**config.mk**
```make
export PLATFORM = sky130hd
export DESIGN_NAME = arbitro_op1
export DESIGN_NICKNAME = d
export VERILOG_FILES = /design/src/rtl/arbitro_op1.sv
export SDC_FILE = /design/constraint.sdc
export NUM_CORES = 1
export LEC_CHECK = 0
export CAP_MARGIN = 10
export CORE_AREA = 10 10 118 67
export CTS_CLUSTER_DIAMETER = 150
export CTS_CLUSTER_SIZE = 25
export DETAILED_ROUTE_END_ITERATION = 8
export DIE_AREA = 0 0 128 77
export PLACE_DENSITY_LB_ADDON = 0.25
export SYNTH_ARGS = -nofsm -noshare
export SYNTH_HDL_FRONTEND = slang
export SYNTH_SLANG_ARGS = --single-unit
```
**constraint.sdc**
```tcl
create_clock -name clk -period 2.05 [get_ports clk]
set_input_delay 0.41 -clock clk [delete_from_list [all_inputs] [get_ports clk]]
set_output_delay 0.41 -clock clk [all_outputs]
set_load 0.05 [all_outputs]
```
**src/rtl/arbitro_op1.sv**
```systemverilog
// Round-robin sequencer/arbiter for the shared operand-1 mux: grant, hold OP1_SRC, capture, acknowledge.
// Optional ESPERA_BAJA timeout with sticky Error is enabled by defining MUX_ARB_TIMEOUT_EN.
module arbitro_op1 #(
   parameter int WIDTH       = 32,
   parameter int HOLD_CYCLES = 1,
   parameter int TIMEOUT     = 8
) (
   input  logic             clk,
   input  logic             reset,
   input  logic             Req0,
   input  logic             Req1,
   input  logic [WIDTH-1:0] Mux_Out,
   output logic             OP1_SRC,
   output logic             Gnt0,
   output logic             Gnt1,
   output logic             Ack0,
   output logic             Ack1,
   output logic [WIDTH-1:0] Dato_Out,
   output logic             Ocupado,
   output logic             Error
);

   typedef enum logic [1:0] {IDLE, SELECCION, CAPTURA, ESPERA_BAJA} state_t;

   state_t           state_q, state_d;
   logic [3:0]       cnt_q, cnt_d;
   logic             src_q, src_d;
   logic             gnt0_q, gnt0_d;
   logic             gnt1_q, gnt1_d;
   logic             ack0_q, ack0_d;
   logic             ack1_q, ack1_d;
   logic [WIDTH-1:0] dato_q, dato_d;
   logic             ultimo_q, ultimo_d;
   logic             ocupado_q, ocupado_d;
   logic             win;
   logic             req_win;

   // OP1_SRC doubles as the identity of the current winner.
   assign req_win = src_q ? Req1 : Req0;

`ifdef MUX_ARB_TIMEOUT_EN
   localparam int TW = (TIMEOUT > 1) ? $clog2(TIMEOUT) : 1;
   logic [TW-1:0] tmo_q, tmo_d;
   logic          error_q, error_d;
`else
   logic unused_timeout;
   assign unused_timeout = (TIMEOUT > 0);
`endif

   always_comb begin
      state_d  = state_q;
      cnt_d    = cnt_q;
      src_d    = src_q;
      gnt0_d   = gnt0_q;
      gnt1_d   = gnt1_q;
      ack0_d   = 1'b0;
      ack1_d   = 1'b0;
      dato_d   = dato_q;
      ultimo_d = ultimo_q;
      win      = 1'b0;
`ifdef MUX_ARB_TIMEOUT_EN
      tmo_d    = tmo_q;
      error_d  = error_q;
`endif
      case (state_q)
         IDLE: begin
            if (Req0 || Req1) begin
               win     = (Req0 && Req1) ? ~ultimo_q : Req1;
               src_d   = win;
               gnt0_d  = ~win;
               gnt1_d  = win;
               cnt_d   = 4'(HOLD_CYCLES - 1);
               state_d = SELECCION;
            end
         end
         SELECCION: begin
            if (cnt_q != 4'd0) cnt_d = cnt_q - 4'd1;
            else               state_d = CAPTURA;
         end
         CAPTURA: begin
            dato_d   = Mux_Out;
            ack0_d   = ~src_q;
            ack1_d   = src_q;
            gnt0_d   = 1'b0;
            gnt1_d   = 1'b0;
            ultimo_d = src_q;
            state_d  = ESPERA_BAJA;
`ifdef MUX_ARB_TIMEOUT_EN
            tmo_d    = '0;
`endif
         end
         ESPERA_BAJA: begin
            if (!req_win) begin
               state_d = IDLE;
            end
`ifdef MUX_ARB_TIMEOUT_EN
            else if (tmo_q == TW'(TIMEOUT - 1)) begin
               error_d = 1'b1;
               state_d = IDLE;
            end else begin
               tmo_d = tmo_q + 1'b1;
            end
`endif
         end
         default: state_d = IDLE;
      endcase
      ocupado_d = (state_d != IDLE);
   end

   always_ff @(posedge clk or posedge reset) begin
      if (reset) begin
         state_q   <= IDLE;
         cnt_q     <= '0;
         src_q     <= 1'b0;
         gnt0_q    <= 1'b0;
         gnt1_q    <= 1'b0;
         ack0_q    <= 1'b0;
         ack1_q    <= 1'b0;
         dato_q    <= '0;
         ultimo_q  <= 1'b1;
         ocupado_q <= 1'b0;
      end else begin
         state_q   <= state_d;
         cnt_q     <= cnt_d;
         src_q     <= src_d;
         gnt0_q    <= gnt0_d;
         gnt1_q    <= gnt1_d;
         ack0_q    <= ack0_d;
         ack1_q    <= ack1_d;
         dato_q    <= dato_d;
         ultimo_q  <= ultimo_d;
         ocupado_q <= ocupado_d;
      end
   end

`ifdef MUX_ARB_TIMEOUT_EN
   always_ff @(posedge clk or posedge reset) begin
      if (reset) begin
         tmo_q   <= '0;
         error_q <= 1'b0;
      end else begin
         tmo_q   <= tmo_d;
         error_q <= error_d;
      end
   end
   assign Error = error_q;
`else
   assign Error = 1'b0;
`endif

   assign OP1_SRC  = src_q;
   assign Gnt0     = gnt0_q;
   assign Gnt1     = gnt1_q;
   assign Ack0     = ack0_q;
   assign Ack1     = ack1_q;
   assign Dato_Out = dato_q;
   assign Ocupado  = ocupado_q;

endmodule

```
==> run_results.csv <==
group,metric,value,unit
critical_path,cp-start-kind,"register",
floorplan,core_area,0.00586,sq mm
critical_path,crit_type,"reg -> out",
power,power_switching,2.49,mW
logic_synthesis,synth-main-ff-cell,"dfrtp_1",
floorplan,fp.dieW,128,um
clock_network,htree_levels,2,
critical_path,reg2reg_depth,3,
routing,drt_first_pass_iters,4,
critical_path,crit_fanout,2,
sta,fin_tns_setup,0,ns
logic_synthesis,synthAdderAreaFrac,1.26,%
sta,slew_violations,0,
routing,drt_iter0_drc,52,
logic_synthesis,yosysMostFrequentCell,"dfrtp_1",
placed_design,placedCellCount,280,
logic_synthesis,synth_top_area_share,55.3,%
critical_path,crit_path_max_incr_delay,0.83,ns
power,pwr-share-seq,29.1,%
logic_synthesis,synth.area.top_cells,"dfrtp_1 (55%), mux2_4 (21%), mux2_2 (2.8%)",
final_layout,largest_reg_flops,32,
sta,timing.final.crit_share,91.1,%
final_layout,num_antenna_cells,0,
clock_network,cts_tree,"done",
clock_network,holdBufCountCts,0,
logic_synthesis,synth-compound-area-share,4.59,%
floorplan,io_pins,75,
logic_synthesis,synth_top_family_by_area,"multiplexers",
sta,hold_viol,0,
logic_synthesis,netlist_instances,134,
final_layout,final_nets,248,
floorplan,die_height,77,um
global_route,grt_antenna_before_repair,0,
power,p_clk_share,13.5,%
final_layout,areaGrowthSynthToFinish,45.5,%
clock_network,root_buffer,"clkbuf_16",
sta,rsz0062_at_grt,"no",
global_route,grt_use_total,9.20,%
global_route,grt_pass1_wl,7.38,mm
logic_synthesis,avgSynthCellArea,14.9,sq um
routing,drtAntennaViolNets,0,
routing,wl,4.58,mm
placed_design,routabilityCongestion,0.868,
logic_synthesis,syn_area,0.00199,sq mm
global_route,grt_pass1_vias,1311,
routing,num_vias,1286,
power,p_leak,1.26,nW
routing,wl_per_cell,15.9,um
logic_synthesis,synth-edff-count,0,
clock_network,clock_sinks,45,
logic_synthesis,yosys.area.top_type,"dfrtp_1",
logic_synthesis,synthSimpleGateAreaFrac,7.73,%
critical_path,critPathTopFamily,"buffers and inverters",
logic_synthesis,synth_commonest_cells,"dfrtp_1 (44), mux2_4 (28), nand2_1 (6), nor2_1 (6), mux2_2 (5)",
sta,worst_pin_slew,0.528,ns
power,ir_worst_vdd,1.02,mV
critical_path,worstPathCellList,"clkdlybuf4s50_1",
logic_synthesis,ys_seq_elements,45,
min_path,holdCritPathClass,"in -> async",
logic_synthesis,synth_xor_xnor_area_share,0,%
logic_synthesis,syn_nets,172,
sta,skew,0.00323,ns
placed_design,dpl.hpwl,3.41,mm
clock_network,worstSkewPairLatency,0.28,ns
critical_path,end_kind,"output pin",
power,p_int,3.13,mW
power,combinationalPowerShare,57.4,%
sta,layout_min_cycle_time,1.87,ns
critical_path,slowest_stage,"clkdlybuf4s50_1",
flow_run,maxCapViolations,0,
routing,vias_per_cell,4.47,
clock_network,cts_max_path_buffers,2,
sta,fmax,536,MHz
clock_network,cts_inserted_buffers,5,
logic_synthesis,ys_async_sr_fraction,100,%
global_route,grt_start_max_net_pins,25,
floorplan,initial_core_util,34.0,%
status,run_status,"finished, final reports clean",
logic_synthesis,yosysWarningCount,0,
critical_path,critPathBufInv,1,
final_layout,drive_gt1_share,22.7,%
clock_network,cts_resized,0,
placed_design,portBuffers,73,
global_route,grt-ovfl-total,0,
floorplan,row_count,20,
logic_synthesis,yosysSeqAreaShare,56.6,%
critical_path,critical_path_required,1.64,ns
floorplan,dieArea,0.00986,sq mm
logic_synthesis,yosysUniqueCellTypes,33,
clock_network,path_clk_slew,0.06,ns
final_layout,stdcell_count,288,
clock_network,post-cts-setup-buffers,0,
power,powerDensity,1940,mW/mm^2
sta,finalSetupViolCount,0,
critical_path,worst-path-stages,1,
logic_synthesis,muxShareOfSynthArea,24.4,%
critical_path,cp_data_arrival_time,1.46,ns
routing,drc,0,
power,switching_share,44.3,%
sta,relSlewSlack,64.7,%
power,p_total,5.63,mW
sta,timing.final.ws_setup,0.183,ns
placed_design,dp_slack,0.325,ns
[per-layer routing]
| layer | global-route usage, % | vias up | share of wire, % |
|---|---|---|---|
| met4 | 2.01 | 0 | 0.37 |
| li1 | - | 618 | - |
| met5 | 0 | - | 0 |
| met3 | 5.01 | 2 | 10 |
| met1 | 13.1 | 612 | 51 |
| met2 | 11.6 | 54 | 38 |
[worst reg2reg max path: stages (launching register included)]
cell and delay (ns):
dfrtp_1 0.51, nor2b_4 0.21, buf_4 0.31, mux2_2 0.38
[final cells by class]
class / count / area [sq um]
inverters: 3 / 11.3
flip-flops and latches: 45 / 1130
well taps: 77 / 96.3
multi-input cells: 79 / 761
clock inverters: 2 / 10.0
fillers: 524 / 2960
clock buffers: 6 / 129
repair buffers: 76 / 763
[cell families (layout without fill, tap and decap cells)]
kind of cell,after synthesis,in the layout
buf+inv,10,87
fa+ha+maj,2,2
other cells,1,1
flops,45,45
compound gates,14,14
simple gates,28,28
mux,34,34
[through the flow]
| stage | utilization [%] | hold slack [ns] | area (sq um) |
|---|---|---|---|
| 5_1_grt | 49.5 | 0.519 | 2900 |
| 2_1_floorplan | - | 0.479 | 1990 |
| 6_report | 49.5 | 0.471 | 2900 |
| 4_1_cts | 49.5 | 0.496 | 2900 |
| 3_3_place_gp | 47.1 | 0.488 | 2760 |
| 3_5_place_dp | 47.1 | 0.494 | 2760 |
[power groups by stage]
| stage | sequential, mW | clock, mW | combinational [mW] |
|---|---|---|---|
| global placement | 1.64 | 0 | 3.26 |
| detailed placement | 1.64 | 0 | 3.27 |
| finish | 1.64 | 0.762 | 3.23 |
| floorplan | 2.86 | 0 | 1.09 |
| CTS | 1.63 | 0.795 | 3.27 |
| global route | 1.70 | 0.818 | 3.40 |
[placed cells by master, fill, tap and decap left out, types with 2 or more instances in the layout]
cell type / synthesis / layout
clkdlybuf4s50_1: 0 / 72
mux2_2: 5 / 5
nand2_1: 6 / 6
clkinv_2: 0 / 2
nor2_1: 6 / 6
ha_1: 2 / 2
clkbuf_16: 0 / 5
buf_4: 2 / 3
nor3_1: 2 / 2
o211ai_1: 2 / 2
dfrtp_1: 44 / 44
inv_1: 3 / 2
nand2b_1: 2 / 2
o21ai_0: 4 / 4
nand3_1: 3 / 3
a21oi_1: 3 / 3
and2_1: 2 / 2
mux2_4: 28 / 28
[final timing paths]
kind,to,slack [ns],from
worst max-delay path,Dato_Out[31],0.18,Dato_Out[31]
worst min-delay path,Dato_Out[20],0.47,reset
worst max register to register,Dato_Out[14],0.52,state_q[1]
worst min register to register,Dato_Out[15],0.50,Dato_Out[15]
max in group asynchronous,Dato_Out[6],1.08,reset
min in group clk,Dato_Out[15],0.50,Dato_Out[15]
(Power assumes the default switching activity.)
==> RTL edit (same flow settings) <==
Change the parameter `HOLD_CYCLES` from 1 to 0.
--- a/src/rtl/arbitro_op1.sv
+++ b/src/rtl/arbitro_op1.sv
@@ -4,3 +4,3 @@
    parameter int WIDTH       = 32,
-   parameter int HOLD_CYCLES = 1,
+   parameter int HOLD_CYCLES = 0,
    parameter int TIMEOUT     = 8
Formal check against the unedited RTL: not equivalent (a bounded check fails within 4 cycles, from zero or initial values and one cycle with reset high).
==> RTL edit against the original RTL <==
Synthesized area down 8.7%. Largest power group unchanged. Routed wire length up 3.3%. Setup slack worse by 0.0081 ns. Hold slack worse by 0.046 ns. Fmax down 0.43%. Clock skew down 0.0017 ns. Largest cell class unchanged. Combinational power down 14%. Via count down 0.31%. Power down 8.6%. Cell area down 3.4%. Sequential cell count unchanged. Critical path depth unchanged.
==> RTL edit: results (changes against the original RTL) <==
| Metric | Value |
|---|---|
| Run status | `finished clean (unchanged)` |
| Number of cells after detailed placement | `281 (was 280)` |
| Final Net Count | `248 (unchanged)` |
| Worst slew margin | `62.41% (was 64.70%)` |
| Delay of the slowest critical-path stage | `0.85 ns (was 0.83 ns)` |
| Post-DP HPWL | `3676 um (was 3410 um)` |
| Post-synthesis net count | `170 (was 172)` |
| Worst setup skew after layout | `0.001549 ns (was 0.003227 ns)` |
| DP Worst Slack | `0.3456 ns (was 0.3253 ns)` |
| First-pass iteration count of the detailed router | `5 (was 4)` |
| Weighted congestion reported at the end of routability-driven placement | `0.7513 (was 0.8683)` |
| Synthesized instance count | `133 (was 134)` |
| Part of the Yosys area used for sequential elements | `62.01% (was 56.60%)` |
| GRT Util Overall | `9.306% (was 9.199%)` |
| First-pass GRT wire length | `7445 um (was 7376 um)` |
| Clock latency on the worst-skew pair | `0.28 ns (about the same)` |
| Area used by multi-input combinational logic | `639.4 um2 (was 760.7 um2)` |
| Largest cells by area after synthesis | `sky130_fd_sc_hd__dfrtp_1, sky130_fd_sc_hd__mux2_2, sky130_fd_sc_hd__a21oi_1, sky130_fd_sc_hd__mux2i_1, sky130_fd_sc_hd__dfstp_2 (was sky130_fd_sc_hd__dfrtp_1, sky130_fd_sc_hd__mux2_4, sky130_fd_sc_hd__mux2_2, sky130_fd_sc_hd__buf_12, sky130_fd_sc_hd__dfstp_2)` |
| Filler cell count | `528 (was 524)` |
| Via count normalized by instance count | `4.436 (was 4.465)` |
| Via count of the routed design | `1,282 (was 1,286)` |
| Yosys cell types | `25 (was 33)` |
| Leak pwr | `1.180 nW (was 1.258 nW)` |
| Synth warn | `0 (unchanged)` |
| Layout cells sized above 1 | `25.00% (was 22.75%)` |
| Worst VDD drop | `1.136 mV (was 1.024 mV)` |
-- RTL edit: worst register-to-register path, delay by kind of cell, from the launching register on --
family	cells	cell delay (ns)
buf+inv	1	0.27
flops	1	0.54
mux	1	0.39
simple gates	1	0.23
-- RTL edit: cells by family after synthesis --
group / count (synthesis) / synth area share, %
adders and majority gates: 1 / 0.6881
other: 1 / 0.2063
DFF: 45 / 62.01
and+or+nand+nor: 24 / 6.952
muxes: 37 / 22.71
buffers and inverters: 11 / 3.234
AOI/OAI and AO/OA: 14 / 4.199
-- RTL edit: area by class of cell --
cell class	count	area share (%)
inverter	4	0.5362
clock buffer	5	4.468
clock inverter	3	0.7596
multi-input combinational	77	22.83
tap	77	3.441
sequential	45	40.26
timing repair buffer	78	27.70
-- RTL edit: path summary, 6_finish.rpt --
check | from | endpoint | slack, ns | cells after the start
min in group clk | Dato_Out[6] | Dato_Out[6] | 0.50 | 1
setup / recovery | Dato_Out[3] | Dato_Out[3] | 0.17 | 1
setup reg to reg | state_q[1] | Dato_Out[15] | 0.51 | 3
hold reg to reg | Dato_Out[6] | Dato_Out[6] | 0.50 | 1
hold / removal | reset | Ack1 | 0.43 | 2
max in group asynchronous | reset | ultimo_q | 1.08 | 3
-- RTL edit: per-layer routing --
metal | track usage, % | vias up | part of all wire (%)
met5 | 0 | - | 0
met4 | 1.007 | 0 | 0
met3 | 5.353 | 0 | 12
met2 | 10.92 | 64 | 36
met1 | 14.06 | 601 | 52
li1 | - | 617 | -
-- RTL edit: power breakdown --
| part | internal (mW) | leakage [nW] | switching [mW] | total [mW] |
|---|---|---|---|---|
| sequential | 1.31 | 0.543 | 0.272 | 1.58 |
| clock | 0.453 | 0.0702 | 0.336 | 0.789 |
| combinational | 1.04 | 0.567 | 1.73 | 2.77 |
